<file path="src/rtl/axi4_lite_slv_reg_bank.sv">
// rtl/axi4_lite_slv_reg_bank.sv - AXI4-Lite responder exposing NUM_REGS 32-bit control registers
// Optional macro AXI4_LITE_SLV_REG_BANK_RD_PIPE_EN adds a registered decode stage on the read path.
module axi4_lite_slv_reg_bank #(
   parameter int AXI4_LITE_ADDR_BIT_WIDTH = 32,
   parameter int AXI4_LITE_DATA_BIT_WIDTH = 32,
   parameter int NUM_REGS                 = 8
) (
   input  logic                                         i_clk,
   input  logic                                         i_rst_n,
   input  logic [AXI4_LITE_ADDR_BIT_WIDTH-1:0]          i_awaddr,
   input  logic [2:0]                                   i_awprot,
   input  logic                                         i_awvalid,
   output logic                                         o_awready,
   input  logic [AXI4_LITE_DATA_BIT_WIDTH-1:0]          i_wdata,
   input  logic [AXI4_LITE_DATA_BIT_WIDTH/8-1:0]        i_wstrb,
   input  logic                                         i_wvalid,
   output logic                                         o_wready,
   output logic [1:0]                                   o_bresp,
   output logic                                         o_bvalid,
   input  logic                                         i_bready,
   input  logic [AXI4_LITE_ADDR_BIT_WIDTH-1:0]          i_araddr,
   input  logic [2:0]                                   i_arprot,
   input  logic                                         i_arvalid,
   output logic                                         o_arready,
   output logic [AXI4_LITE_DATA_BIT_WIDTH-1:0]          o_rdata,
   output logic [1:0]                                   o_rresp,
   output logic                                         o_rvalid,
   input  logic                                         i_rready,
   output logic [NUM_REGS*AXI4_LITE_DATA_BIT_WIDTH-1:0] o_reg_vals,
   output logic [NUM_REGS-1:0]                          o_wr_pulse
);
   localparam int AW = AXI4_LITE_ADDR_BIT_WIDTH;
   localparam int DW = AXI4_LITE_DATA_BIT_WIDTH;
   localparam logic [AW-1:0] ADDR_LIMIT = AW'(NUM_REGS * 4);

   if (DW != 32) begin : g_bad_data_width
      $error("axi4_lite_slv_reg_bank: only 32-bit data is supported");
   end
   if (NUM_REGS < 1 || NUM_REGS > 256) begin : g_bad_num_regs
      $error("axi4_lite_slv_reg_bank: NUM_REGS must be 1..256");
   end

   typedef enum logic [1:0] {W_IDLE, W_COMMIT, W_RESP} w_state_t;
   typedef enum logic [1:0] {R_IDLE, R_DEC, R_SAMPLE, R_RESP} r_state_t;

   w_state_t                 w_state;
   r_state_t                 r_state;
   logic [NUM_REGS*DW-1:0]   reg_q;
   logic [AW-1:0]            aw_addr_q;
   logic [DW-1:0]            w_data_q;
   logic [DW/8-1:0]          w_strb_q;
   logic                     aw_hs;
   logic                     w_hs;
   logic                     ar_hs;
   logic [DW:0]              rd_sel;
   logic                     unused_prot;

   assign unused_prot = ^{i_awprot, i_arprot};
   assign aw_hs       = i_awvalid && o_awready;
   assign w_hs        = i_wvalid && o_wready;
   assign ar_hs       = i_arvalid && o_arready;
   assign o_reg_vals  = reg_q;

   // MSB flags an out-of-range address; data is zero in that case.
   function automatic logic [DW:0] lookup(input logic [AW-1:0] addr,
                                          input logic [NUM_REGS*DW-1:0] regs);
      logic [DW:0] res;
      res = {1'b1, {DW{1'b0}}};
      if (addr < ADDR_LIMIT) begin
         res = '0;
         for (int k = 0; k < NUM_REGS; k++) begin
            if (addr[9:2] == 8'(k)) res = {1'b0, regs[k*DW +: DW]};
         end
      end
      return res;
   endfunction

   always_ff @(posedge i_clk or negedge i_rst_n) begin
      if (!i_rst_n) begin
         w_state    <= W_IDLE;
         o_awready  <= 1'b1;
         o_wready   <= 1'b1;
         o_bvalid   <= 1'b0;
         o_bresp    <= 2'b00;
         o_wr_pulse <= '0;
         reg_q      <= '0;
         aw_addr_q  <= '0;
         w_data_q   <= '0;
         w_strb_q   <= '0;
      end else begin
         o_wr_pulse <= '0;
         case (w_state)
            W_IDLE: begin
               if (aw_hs) begin
                  aw_addr_q <= i_awaddr;
                  o_awready <= 1'b0;
               end
               if (w_hs) begin
                  w_data_q <= i_wdata;
                  w_strb_q <= i_wstrb;
                  o_wready <= 1'b0;
               end
               // A dropped ready means that channel was latched in an earlier cycle.
               if ((aw_hs || !o_awready) && (w_hs || !o_wready)) w_state <= W_COMMIT;
            end
            W_COMMIT: begin
               o_bvalid <= 1'b1;
               w_state  <= W_RESP;
               if (aw_addr_q < ADDR_LIMIT) begin
                  o_bresp <= 2'b00;
                  for (int k = 0; k < NUM_REGS; k++) begin
                     if (aw_addr_q[9:2] == 8'(k)) begin
                        o_wr_pulse[k] <= 1'b1;
                        for (int b = 0; b < DW/8; b++) begin
                           if (w_strb_q[b]) reg_q[k*DW + 8*b +: 8] <= w_data_q[8*b +: 8];
                        end
                     end
                  end
               end else begin
                  o_bresp <= 2'b10;
               end
            end
            W_RESP: begin
               if (i_bready) begin
                  o_bvalid  <= 1'b0;
                  o_awready <= 1'b1;
                  o_wready  <= 1'b1;
                  w_state   <= W_IDLE;
               end
            end
            default: w_state <= W_IDLE;
         endcase
      end
   end

`ifdef AXI4_LITE_SLV_REG_BANK_RD_PIPE_EN
   logic [DW:0] rd_pipe_q;
   assign rd_sel = rd_pipe_q;
`else
   logic [AW-1:0] ar_addr_q;
   assign rd_sel = lookup(ar_addr_q, reg_q);
`endif

   always_ff @(posedge i_clk or negedge i_rst_n) begin
      if (!i_rst_n) begin
         r_state   <= R_IDLE;
         o_arready <= 1'b1;
         o_rvalid  <= 1'b0;
         o_rdata   <= '0;
         o_rresp   <= 2'b00;
`ifdef AXI4_LITE_SLV_REG_BANK_RD_PIPE_EN
         rd_pipe_q <= '0;
`else
         ar_addr_q <= '0;
`endif
      end else begin
         case (r_state)
            R_IDLE: begin
               if (ar_hs) begin
                  o_arready <= 1'b0;
`ifdef AXI4_LITE_SLV_REG_BANK_RD_PIPE_EN
                  // Snapshot at the handshake edge so a later write cannot leak in.
                  rd_pipe_q <= lookup(i_araddr, reg_q);
                  r_state   <= R_DEC;
`else
                  ar_addr_q <= i_araddr;
                  r_state   <= R_SAMPLE;
`endif
               end
            end
            R_DEC: r_state <= R_SAMPLE;
            R_SAMPLE: begin
               o_rdata  <= rd_sel[DW-1:0];
               o_rresp  <= rd_sel[DW] ? 2'b10 : 2'b00;
               o_rvalid <= 1'b1;
               r_state  <= R_RESP;
            end
            R_RESP: begin
               if (i_rready) begin
                  o_rvalid  <= 1'b0;
                  o_arready <= 1'b1;
                  r_state   <= R_IDLE;
               end
            end
            default: r_state <= R_IDLE;
         endcase
      end
   end
endmodule
</file>
<file path="config.mk">
export PLATFORM = sky130hd
export DESIGN_NAME = axi4_lite_slv_reg_bank
export DESIGN_NICKNAME = d
export VERILOG_FILES = /design/src/rtl/axi4_lite_slv_reg_bank.sv
export SDC_FILE = /design/constraint.sdc
export NUM_CORES = 1
export LEC_CHECK = 0
export ABC_AREA = 1
export CAP_MARGIN = 0
export CORE_MARGIN = 10
export CORE_UTILIZATION = 54
export CTS_CLUSTER_DIAMETER = 150
export DETAILED_ROUTE_END_ITERATION = 10
export HOLD_SLACK_MARGIN = 0.02
export PLACE_DENSITY = 0.85
export SLEW_MARGIN = 15
export SYNTH_ARGS = -nofsm -noshare
export SYNTH_HDL_FRONTEND = slang
export SYNTH_SLANG_ARGS = --single-unit
</file>
<file path="constraint.sdc">
create_clock -name i_clk -period 3.1 [get_ports i_clk]
set_input_delay 0.62 -clock i_clk [delete_from_list [all_inputs] [get_ports i_clk]]
set_output_delay 0.62 -clock i_clk [all_outputs]
set_load 0.005 [all_outputs]
</file>
==> results of run 1 <==
[state kept, by name, indices dropped and copies added (netlist names)]
register and flops:
w_state 2, o_awready 1, o_rresp 1, o_rdata 32, o_rvalid 1, aw_addr_q 30
o_bresp 1, o_bvalid 1, o_arready 1, w_data_q 32, o_wr_pulse 8, o_reg_vals 256
w_strb_q 4, ar_addr_q 30, r_state 2, o_wready 1
[placed cells by master (no fill, tap or decap), types with 2 or more instances in the layout]
| cell | netlist | final |
|---|---|---|
| buf_4 | 2 | 33 |
| o21ai_0 | 256 | 256 |
| nor4_4 | 7 | 7 |
| o21a_1 | 2 | 2 |
| nor3_1 | 6 | 2 |
| bufinv_16 | 0 | 3 |
| dfrtp_1 | 400 | 400 |
| nand3_4 | 24 | 25 |
| nor2_1 | 162 | 157 |
| mux2_2 | 4 | 4 |
| inv_1 | 79 | 79 |
| nor3_4 | 1 | 2 |
| nand2_1 | 679 | 679 |
| a21oi_1 | 71 | 71 |
| clkinv_1 | 3 | 3 |
| o21ai_1 | 11 | 11 |
| nor3_2 | 2 | 5 |
| nand3_1 | 109 | 108 |
| clkbuf_1 | 59 | 15 |
| dfstp_2 | 3 | 3 |
| nor4_1 | 3 | 3 |
| clkbuf_16 | 0 | 43 |
| diode_2 | 0 | 2 |
| conb_1 | 1 | 2 |
| clkdlybuf4s50_1 | 0 | 404 |
| inv_2 | 2 | 2 |
| inv_6 | 0 | 3 |
| nor2_2 | 0 | 3 |
| buf_12 | 0 | 6 |
| nor2_4 | 0 | 2 |
| or2_2 | 13 | 13 |
| nand4_1 | 39 | 39 |
| clkbuf_8 | 0 | 13 |
[through the flow]
stage | util | hold slack (ns) | worst slack [ns] | power, mW | cell area, um2
floorplan | - | 0.3244 | 1.012 | 8.188 | 17340
global placement | 0.6919 | 0.4538 | 0.6764 | 9.303 | 21890
detailed placement | 0.6919 | 0.4587 | 0.5205 | 9.464 | 21890
CTS | 0.7370 | 0.1360 | 0.5184 | 14.66 | 23320
global route | 0.7370 | 0.1359 | 0.2674 | 15.27 | 23320
finish | 0.7372 | 0.06093 | 0.4961 | 14.66 | 23320
[layout make-up]
cell class,instances,area share
clock buffers,71,0.05622
inverters,85,0.01373
clock inverters,6,0.004989
multi-input cells,1396,0.2809
well taps,402,0.02157
repair buffers,444,0.1898
diodes,2,0.0002146
flip-flops and latches,403,0.4326
[worst max path at each step]
stage                                  end                      from  slack (ns)  cells after the start
6_report        o_reg_vals[21]$_DFFE_PN0P_  aw_addr_q[7]$_DFFE_PN0P_        0.50                      9
5_1_grt            o_rdata[10]$_DFFE_PN0P_  ar_addr_q[8]$_DFFE_PN0P_        0.27                     10
4_1_cts         o_reg_vals[21]$_DFFE_PN0P_  aw_addr_q[7]$_DFFE_PN0P_        0.52                      9
3_5_place_dp    o_reg_vals[21]$_DFFE_PN0P_  aw_addr_q[7]$_DFFE_PN0P_        0.52                      9
3_3_place_gp      w_data_q[23]$_DFFE_PN0P_                  i_wvalid        0.68                      5
2_1_floorplan  o_reg_vals[245]$_DFFE_PN0P_  aw_addr_q[7]$_DFFE_PN0P_        1.01                     10
[synthesized netlist by cell type (all sizes together)]
library cell / instances
a21oi: 71
a221oi: 1
buf: 39
clkbuf: 59
clkinv: 4
conb: 1
dfrtp: 400
dfstp: 3
inv: 81
mux2: 4
nand2: 680
nand3: 134
nand4: 40
nor2: 162
nor3: 9
nor4: 10
o21a: 2
o21ai: 267
o22ai: 1
or2: 13
[layer usage]
metal / share of wire / wire, um
met1: 0.38 / 22900
met2: 0.47 / 28350
met3: 0.10 / 6139
met4: 0.038 / 2293
met5: 0.00022 / 13
[cell families (layout without fill, tap and decap cells)]
| group | Yosys count | in the layout | share of synthesized area |
|---|---|---|---|
| buffers and inverters | 183 | 606 | 0.04395 |
| flip-flops | 403 | 403 | 0.5819 |
| multiplexers | 4 | 4 | 0.002598 |
| other | 1 | 4 | 0.0002163 |
| AND/OR/NAND/NOR | 1048 | 1048 | 0.2720 |
| AO/OA/AOI/OAI | 342 | 342 | 0.09931 |
[power groups by stage]
stage / registers (mW) / logic (mW) / clock network (mW)
finish: 6.41 / 3.03 / 5.21
global route: 6.48 / 3.34 / 5.45
CTS: 6.41 / 3.01 / 5.24
detailed placement: 6.49 / 2.98 / 0
global placement: 6.45 / 2.85 / 0
floorplan: 6.25 / 1.94 / 0
[critical path, stage by stage, from the launching register on]
cell and delay, ns:
dfrtp_1 0.38, nor2_1 0.19, nand2_4 0.19, clkinv_2 0.14, nand4_2 0.12, nor3_4 0.22
buf_12 0.32, nand3_1 0.53, nand2_1 0.22, o21ai_0 0.11
==> results.json, run 1 <==
{
  "status": "completed",
  "die_w_um": 199.2,
  "multi_input_area_um2": 6551,
  "grt_pass1_wl_mm": 91.68,
  "p_leak_nw": 10.79,
  "hold_buffers": 0,
  "synth_cell_types": 34,
  "rrSetupSlack_ns": 0.50,
  "grtUsageMet1": 0.3598,
  "layout.nets": 2486,
  "cts_tree": "yes",
  "setup_viol": 0,
  "cts_sinks": 403,
  "worstMarginPinSlew_ns": 0.9266,
  "cp_max_fo": 37,
  "finalCritPeriodShare": 0.8400,
  "slew_violations": 0,
  "rr_endpoint": "o_reg_vals[21]$_DFFE_PN0P_",
  "drive_above_1_share": 0.07152,
  "wl_mm": 59.70,
  "synth_area_per_cell_um2": 8.751,
  "tns_ns": 0,
  "r2r_cells": 9,
  "post_cts_buffers": 0,
  "worstReg2RegStart": "aw_addr_q[7]$_DFFE_PN0P_",
  "ys_top_cells_by_area": "dfrtp_1 58%, nand2_1 15%, o21ai_0 7.4%",
  "grt_pass1_vias": 15930,
  "globalplace.congestion": 0.8956,
  "initial_utilization": 0.5480,
  "switchingPower_mw": 4.813,
  "postSynthCellCount": 1981,
  "p_int_mw": 9.844,
  "seq_power_share": 0.438,
  "use_met3": 0.09235,
  "layout.cells.non_filler": 2809,
  "grt_use_total": 0.2967,
  "clock_latency_ns": 0.53,
  "clkPwrFrac": 0.356,
  "critPathLaunchType": "flip-flop",
  "netlist.area_leader.share": 0.5774,
  "drc": 0,
  "fillers": 2195,
  "synth_top_area_cell": "dfrtp_1",
  "hpwl_mm": 42.33,
  "numCtsBuffers": 43,
  "drt_iter0_drc": 1204,
  "cp-end-kind": "flip-flop",
  "antenna_found_initial": 2,
  "via_count": 15840,
  "use_met2": 0.4882,
  "seq_area_frac_synth": 0.5819,
  "combPwrFrac": 0.207,
  "peakVddDrop_mv": 0.5391,
  "fin_skew_ns": 0.01483,
  "die_h_um": 199.2,
  "cts_resized": 0,
  "regArea_um2": 10090,
  "rsz0062_at_grt": "false",
  "num_io_pins": 418,
  "syn_to_final_growth_pct": 34.53,
  "rows": 65,
  "first_pass_iters": 6,
  "hold_class": "primary input to async pin",
  "busiest_layer": "met2",
  "grt_overflow": 0,
  "max_cap_viol_count": 0,
  "io_buffers": 405,
  "die-area_um2": 39670,
  "cts-root-buf": "clkbuf_16",
  "avgViaCountPerCell": 5.637,
  "final_period_minus_worst_setup_slack_ns": 2.604,
  "hold_viol_final": 0,
  "coreArea_um2": 31640,
  "yosysWarningCount": 0,
  "cts.path.max_buffers": 3,
  "cp.required_ns": 3.48,
  "routedWlPerCell_um": 21.25,
  "cp.arrival_ns": 2.99,
  "fmax_mhz": 384.0,
  "h-tree-depth": 2,
  "clkTransAtPathRegs_ns": 0.06,
  "drtAntennaViolNets": 0,
  "dp_cells": 2730,
  "crit_type": "flip-flop to flip-flop",
  "power_density_nw_per_um2": 628.5,
  "grt_max_degree": 90,
  "synth_seq_cells": 403,
  "syn_area_um2": 17340,
  "swShare": 0.3284,
  "slew_headroom": 0.3813
}
Power figures use the tool's default switching activity.
==> run 2: changes to the inputs <==
--- a/config.mk
+++ b/config.mk
@@ -8,11 +8,11 @@
 export ABC_AREA = 1
 export CAP_MARGIN = 0
 export CORE_MARGIN = 10
-export CORE_UTILIZATION = 54
+export CORE_UTILIZATION = 45
 export CTS_CLUSTER_DIAMETER = 150
 export DETAILED_ROUTE_END_ITERATION = 10
 export HOLD_SLACK_MARGIN = 0.02
-export PLACE_DENSITY = 0.85
+export PLACE_DENSITY = 0.75
 export SLEW_MARGIN = 15
 export SYNTH_ARGS = -nofsm -noshare
 export SYNTH_HDL_FRONTEND = slang
==> constraint.sdc (replaced) <==
create_clock -name i_clk -period 2.3 [get_ports i_clk]
set_input_delay 0.46 -clock i_clk [delete_from_list [all_inputs] [get_ports i_clk]]
set_output_delay 0.46 -clock i_clk [all_outputs]
set_load 0.005 [all_outputs]
==> results.json, run 2 (synthesis gave the netlist of run 1 again) <==
{
  "status": "completed",
  "die_w_um": 216.3,
  "hold_viol_final": 0,
  "post_cts_buffers": 0,
  "placed_area_um2": 22340,
  "coreArea_um2": 37840,
  "worst-path-buf-inv": 1,
  "critPathLaunchType": "flip-flop",
  "r2r_cells": 10,
  "grt_max_degree": 75,
  "crit_type": "flip-flop to output port",
  "grt_overflow": 0,
  "syn_to_final_growth_pct": 37.03,
  "hpwl_mm": 43.73,
  "rows": 71,
  "antenna_cells": 0,
  "die-area_um2": 46780,
  "max_cap_viol_count": 0,
  "cp.arrival_ns": 1.65,
  "routedWlPerCell_um": 20.36,
  "cts_sinks": 403,
  "clkTransAtPathRegs_ns": 0.06,
  "critPathTopFamily": "flip-flops",
  "io_buffers": 405,
  "setup_viol": 0,
  "layout_common_cells": "679 x nand2_1, 404 x clkdlybuf4s50_1, 400 x dfrtp_1",
  "avgViaCountPerCell": 5.297,
  "peakVddDrop_mv": 0.7914,
  "power_mw": 19.62,
  "p_leak_nw": 10.96,
  "wl_mm": 59.97,
  "num_io_pins": 418,
  "fillers": 3211,
  "grt_pass1_wl_mm": 92.49,
  "cts_tree": "yes",
  "finalCritPeriodShare": 0.9175,
  "regArea_um2": 10090,
  "tns_ns": 0,
  "grt_use_total": 0.2505,
  "die_h_um": 216.3,
  "multi_input_area_um2": 6559,
  "drc": 0,
  "cp.required_ns": 1.84,
  "drive_above_1_share": 0.08378,
  "grt_pass1_vias": 15480,
  "cp_max_fo": 4,
  "layout_commonest_cell": "nand2_1",
  "power_density_nw_per_um2": 825.9,
  "final_period_minus_worst_setup_slack_ns": 2.110,
  "cts-root-buf": "clkbuf_16",
  "rsz0062_at_grt": "false",
  "drtAntennaViolNets": 0,
  "first_pass_iters": 5,
  "h-tree-depth": 2,
  "numCtsBuffers": 44,
  "clock_latency_ns": 0.55,
  "cp-end-kind": "output port",
  "fin_skew_ns": 0.01357,
  "slew_violations": 0,
  "cts.path.max_buffers": 3,
  "layout.nets": 2515,
  "fmax_mhz": 473.9,
  "globalplace.congestion": 0.8882,
  "antenna_found_initial": 1,
  "cp.depth": 1,
  "worstMarginPinSlew_ns": 0.7157,
  "design_area_um2": 23760,
  "slew_headroom": 0.5228,
  "largest_register_ffs": 256,
  "hold_class": "primary input to async pin",
  "crit_chain": "clkdlybuf4s50_1",
  "via_count": 15610,
  "critPathMaxStageDelay_ns": 0.58,
  "drt_iter0_drc": 1409,
  "cp_slowest_cell": "dfstp_2",
  "initial_utilization": 0.4581
}
run 2: changes by cell type in the layout (fill, tap and decap cells not counted), moves of 2 or more:
cell / previous run / this run
bufinv_16: 3 / 1
clkbuf_16: 43 / 45
buf_12: 6 / 15
clkbuf_1: 15 / 12
inv_6: 3 / 1
buf_4: 33 / 50
diode_2: 2 / 0
clkbuf_8: 13 / 9
clkinv_2: 1 / 11
run 2: path summary, 6_finish.rpt:
kind                                      startpoint                     endpoint  slack, ns
max                             o_wready$_DFFE_PN1P_                     o_wready       0.19
max in group asynchronous                    i_rst_n  o_reg_vals[136]$_DFFE_PN0P_       1.05
min                                          i_rst_n    ar_addr_q[10]$_DFFE_PN0P_       0.43
min in group i_clk                      i_awaddr[16]    aw_addr_q[16]$_DFFE_PN0P_       0.45
min reg2reg                aw_addr_q[11]$_DFFE_PN0P_    aw_addr_q[11]$_DFFE_PN0P_       0.47
max reg2reg                 ar_addr_q[7]$_DFFE_PN0P_      o_rdata[17]$_DFFE_PN0P_       0.20
run 2: layout make-up:
| type | instances | share of cell area |
|---|---|---|
| flip-flops and latches | 403 | 0.4247 |
| multi-input cells | 1396 | 0.2761 |
| repair buffers | 472 | 0.2002 |
| clock buffers | 66 | 0.05451 |
| well taps | 511 | 0.02691 |
| inverters | 85 | 0.01359 |
| clock inverters | 13 | 0.004055 |
run 2: power by group:
group	switching [mW]	internal, mW
clock	2.83	4.00
sequential	0.655	7.97
combinational	2.99	1.19
total	6.47	13.1
run 2: stage by stage:
step,hold WS [ns],setup WS (ns),util,cells
finish,0.4284,0.1898,0.6278,2946
floorplan,0.1644,0.2117,-,1982
global placement,0.4183,0.2065,0.5904,2866
CTS,0.4308,0.1133,0.6274,2946
detailed placement,0.4205,0.1391,0.5904,2866
global route,0.4548,0.01424,0.6278,2946
run 2: what timing repair did:
| action | CTS | global route |
|---|---|---|
| endpoints found under the setup margin | 0 | 11 |
| gates resized for setup | 0 | 4 |
| hold buffers | 1 | 0 |
| hold endpoints to repair | 39 | 0 |
run 2: worst register-to-register path, stage by stage (launching register included):
cell     delay [ns]
dfrtp_1        0.38
nor2_1         0.12
nand2_1        0.17
inv_2          0.17
nand2_1        0.34
buf_12         0.29
or2_2          0.28
nand2_1        0.09
nand2_1        0.05
nand2_1        0.07
nand2_1        0.04
run 2: routing by layer:
| metal | track usage | wire, um |
|---|---|---|
| met1 | 0.3206 | 24830 |
| met2 | 0.4014 | 27950 |
| met3 | 0.07827 | 5581 |
| met4 | 0.07224 | 1598 |
| met5 | 0 | 13 |
==> run 3: changes to the inputs <==
--- a/config.mk
+++ b/config.mk
@@ -13,7 +13,8 @@
 export DETAILED_ROUTE_END_ITERATION = 10
 export HOLD_SLACK_MARGIN = 0.02
 export PLACE_DENSITY = 0.75
-export SLEW_MARGIN = 15
+export RECOVER_POWER = 50
+export SLEW_MARGIN = 20
 export SYNTH_ARGS = -nofsm -noshare
 export SYNTH_HDL_FRONTEND = slang
 export SYNTH_SLANG_ARGS = --single-unit
==> results.json, run 3 (synthesis gave the netlist of run 1 again) <==
{
  "status": "completed",
  "p_leak_nw": 11.02,
  "tns_ns": 0,
  "drive_above_1_share": 0.08131,
  "cts_sinks": 403,
  "initial_utilization": 0.4581,
  "rows": 71,
  "crit_type": "flip-flop to flip-flop",
  "crit_chain": "nor2_1 > nand2_1 > inv_2 > nand2_1 > buf_12 > or2_2 > nand2_1 > nand2_1 > nand2_1 > nand2_1",
  "peakVddDrop_mv": 0.7750,
  "largest_register_ffs": 256,
  "max_cap_viol_count": 0,
  "hpwl_mm": 43.73,
  "setup_viol": 0,
  "finalCritPeriodShare": 0.9163,
  "setup_slack_ns": 0.1925,
  "worstMarginPinSlew_ns": 1.478,
  "hold_class": "primary input to flip-flop",
  "cp_slowest_cell": "dfrtp_1",
  "final_period_minus_worst_setup_slack_ns": 2.108,
  "cts-root-buf": "clkbuf_16",
  "drt_iter0_drc": 1374,
  "via_count": 15550,
  "h-tree-depth": 2,
  "fmax_mhz": 474.5,
  "syn_to_final_growth_pct": 36.26,
  "layout.nets": 2515,
  "critPathMaxStageDelay_ns": 0.38,
  "hold_viol_final": 0,
  "clkTransAtPathRegs_ns": 0.06,
  "crit_top_cell": "nand2_1",
  "grt_overflow": 0,
  "die_h_um": 216.3,
  "utilization": 0.6242,
  "antenna_cells": 0,
  "coreArea_um2": 37840,
  "die_w_um": 216.3,
  "multi_input_area_um2": 6535,
  "cp_max_fo": 16,
  "grt_use_total": 0.2505,
  "layout_common_cells": "679 x nand2_1, 400 x dfrtp_1, 367 x clkdlybuf4s50_1",
  "cts_tree": "yes",
  "pre_cts_slack_ns": 0.1391,
  "power_density_nw_per_um2": 827.5,
  "slew_violations": 0,
  "clock_latency_ns": 0.55,
  "rsz0062_at_grt": "false",
  "numCtsBuffers": 44,
  "routedWlPerCell_um": 20.36,
  "cp.required_ns": 2.73,
  "num_io_pins": 418,
  "slew_headroom": 0.01459,
  "first_pass_iters": 5,
  "drtAntennaViolNets": 0,
  "grt_max_degree": 75,
  "regArea_um2": 10090,
  "grt_pass1_wl_mm": 92.49,
  "wl_mm": 59.97,
  "critPathLaunchType": "flip-flop",
  "antenna_found_initial": 1,
  "io_buffers": 405,
  "fillers": 3231,
  "globalplace.congestion": 0.8882,
  "fin_skew_ns": 0.01382,
  "avgViaCountPerCell": 5.279,
  "cp.arrival_ns": 2.54,
  "layout_commonest_cell": "nand2_1",
  "die-area_um2": 46780,
  "grt_pass1_vias": 15480,
  "cts.path.max_buffers": 3,
  "cp-end-kind": "flip-flop",
  "drc": 0
}
[run 3: cell count changes in the layout (fill, tap and decap cells not counted), moves of 2 or more]
cell,before,now
buf_4,50,40
clkbuf_4,0,2
buf_6,1,3
clkbuf_1,12,14
buf_12,15,9
dlygate4sd3_1,1,38
nor3_1,2,4
clkbuf_2,0,11
nor3_2,5,3
clkdlybuf4s50_1,404,367
[run 3: final timing paths]
path | start | slack, ns | end | depth (start not counted)
min | i_awaddr[16] | 0.45 | aw_addr_q[16]$_DFFE_PN0P_ | 3
min in group asynchronous | i_rst_n | 0.81 | ar_addr_q[10]$_DFFE_PN0P_ | 2
max in group asynchronous | i_rst_n | 0.27 | o_reg_vals[23]$_DFFE_PN0P_ | 4
min reg2reg | aw_addr_q[11]$_DFFE_PN0P_ | 0.47 | aw_addr_q[11]$_DFFE_PN0P_ | 2
max reg2reg | ar_addr_q[7]$_DFFE_PN0P_ | 0.19 | o_rdata[17]$_DFFE_PN0P_ | 10
max | ar_addr_q[7]$_DFFE_PN0P_ | 0.19 | o_rdata[17]$_DFFE_PN0P_ | 10
[run 3: critical path: cells and delay by family (launching register included)]
kind                   cells  cell delay, ns
buffers and inverters      2            0.47
DFF                        1            0.38
and+or+nand+nor            8            1.16
[run 3: metrics by stage]
stage	area, um2	cells	power (mW)	hold WS (ns)
after floorplan	17340	1982	11.04	0.1644
after global placement	22340	2866	12.70	0.4183
after detailed placement	22340	2866	12.89	0.4205
after CTS	23740	2946	19.72	0.4308
after global routing	23620	2946	20.51	0.4548
final	23620	2946	19.55	0.4528
[run 3: final cells by class]
| class | instances | area share |
|---|---|---|
| repair buffers | 472 | 0.1967 |
| multi-input cells | 1396 | 0.2766 |
| clock buffers | 66 | 0.05482 |
| clock inverters | 13 | 0.004078 |
| well taps | 511 | 0.02707 |
| inverters | 85 | 0.01367 |
| flip-flops and latches | 403 | 0.4271 |
[run 3: timing repair]
| item | CTS | global route |
|---|---|---|
| setup buffers | 0 | 0 |
| gates resized for setup | 0 | 4 |
| endpoints found under the setup margin | 0 | 11 |
| hold endpoints to repair | 39 | 0 |
| hold buffers | 1 | 0 |
[run 3: layer usage]
metal  GRT usage  wire (um)  up-vias
met2      0.4014      27950      652
met1      0.3206      24750     7492
met4     0.07224       1605        2
met3     0.07827       5656      107
met5           0         13        -
li1            -          -     7300
[run 3: where the power goes]
group          total [mW]  internal [mW]  switching (mW)  leakage (nW)
Combinational        4.11           1.13            2.98          4.94
Sequential           8.62           7.97           0.651          5.39
Clock                6.82           4.00            2.83         0.691
Total                19.5           13.1            6.46          11.0
==> RTL edit (settings of run 3) <==
Build with the macro `AXI4_LITE_SLV_REG_BANK_RD_PIPE_EN` defined.
--- a/src/rtl/axi4_lite_slv_reg_bank.sv
+++ b/src/rtl/axi4_lite_slv_reg_bank.sv
@@ -1,5 +1,7 @@
 // rtl/axi4_lite_slv_reg_bank.sv - AXI4-Lite responder exposing NUM_REGS 32-bit control registers
 // Optional macro AXI4_LITE_SLV_REG_BANK_RD_PIPE_EN adds a registered decode stage on the read path.
+`define AXI4_LITE_SLV_REG_BANK_RD_PIPE_EN
+
 module axi4_lite_slv_reg_bank #(
    parameter int AXI4_LITE_ADDR_BIT_WIDTH = 32,
    parameter int AXI4_LITE_DATA_BIT_WIDTH = 32,
Check against the original RTL: not settled (the Yosys comparison gave no result); the edit may change what the design does.
==> RTL edit against run 3 <==
Area after synthesis is 8.8% higher. Sequential share of layout area is 3.0 points lower. Power is 2.6% higher. Sequential cell count is 3 higher. Cell area is 8.5% higher. Non-clock buffer count is 65 higher. Wire length is 19% higher. Synthesized cell count is 20% higher. Setup slack worse by 0.15 ns. Count of clock-buffer cells in the layout is 1 higher. Sequential power is 9.2% higher. Clock skew is 0.012 ns higher. Core utilization hardly changed.
==> RTL edit: results (changes against run 3) <==
metric;value;unit;change
top post-synthesis cells by area;dfrtp_1 (53%), nand2_1 (22%), nand4_1 (9.2%);;was dfrtp_1 (58%), nand2_1 (15%), o21ai_0 (7.4%)
DP HPWL;53960;um;was 43730 um
number of DRC markers in iteration 0;1838;;was 1374
met2 Use GR;42.77;%;was 40.14%
r2r endpoint;o_reg_vals[80];;was o_rdata[17]
met3 GRT Util;7.586;%;was 7.827%
met1 global-route usage;37.20;%;was 32.06%
First-pass DRT Iterations;6;;was 5
fill count;3540;;was 3231
placed cell area;24180;um^2;was 22340 um^2
vias in the first global route;17860;;was 15480
clock skew;0.02574;ns;was 0.01382 ns
Achievable Freq;442.2;MHz;was 474.5 MHz
status;completed;;unchanged
DR top layer;met4;;was met5
WP data arrival;2.71;ns;was 2.54 ns
internal reg-to-reg setup slack;0.04;ns;was 0.19 ns
vias per inst;5.492;;was 5.279
DRT met1 WL;30170;um;was 24750 um
share of cells above drive strength 1;8.590;%;was 8.131%
GR Util All Layers;27.61;%;was 25.05%
worst slack at placement;-0.1890;ns;was 0.1391 ns
first-pass GRT wire length;109200;um;was 92490 um
Netlist cell types;29;;was 34
WL met2;32130;um;was 27950 um
clock latency on the worst-skew pair;0.59;ns;was 0.55 ns
cells after synthesis;2383;;was 1981
maximum number of pins on one net before global-route repair;64;;was 75
post-placement cell count;3277;;was 2866
metal3 WL;7185;um;was 5656 um
Max-slew headroom;20.63;%;was 1.459%
RTL edit: cell count changes in the layout (fill, tap and decap cells not counted), sizes merged, moves of 10 or more:
cell / delta
nand3: -17
nand4: +238
inv: -10
o21ai: -249
nand2: +409
a21oi: -40
buf: +62
RTL edit: logic make-up after synthesis:
logic type | share of synthesized area [%]
AO/OA/AOI/OAI | 1.386
adder cells (fa/ha/maj) | 0.1990
buffers and inverters | 5.665
flip-flops | 53.88
other | 0.01988
AND/OR/NAND/NOR | 38.85
RTL edit: worst min-delay path by stage:
stage                       startpoint             to  slack, ns  cells past startpoint
final                          i_rst_n    o_rdata[31]       0.40                      2
after global routing      i_awaddr[24]  aw_addr_q[24]       0.41                      3
after CTS                 i_awaddr[24]  aw_addr_q[24]       0.39                      3
after detailed placement       i_rst_n    o_rdata[31]       0.45                      1
after global placement         i_rst_n    o_rdata[31]       0.45                      1
after floorplan                i_rst_n  aw_addr_q[10]       0.16                      0
RTL edit: area by class of cell:
type | count | area [um^2] | share of cell area [%]
sequential | 406 | 10170 | 39.66
multi-input combinational | 1731 | 7680 | 29.95
timing repair buffer | 537 | 5269 | 20.55
clock buffer | 67 | 1359 | 5.299
tap | 532 | 665.6 | 2.596
inverter | 72 | 270.3 | 1.054
clock inverter | 16 | 226.5 | 0.8832
antenna | 1 | 2.502 | 0.009759
RTL edit: timing repair:
item / CTS / global route
hold endpoints to repair: 41 / 0
setup endpoints to repair: 0 / 50
buffers inserted: 0 / 0
gates resized for setup: 0 / 4
hold buffers: 1 / 0
RTL edit: power by group:
group / total (mW) / switching (mW) / internal, mW
logic: 2.97 / 2.01 / 0.961
registers: 9.41 / 1.63 / 7.79
clock network: 7.67 / 3.01 / 4.66
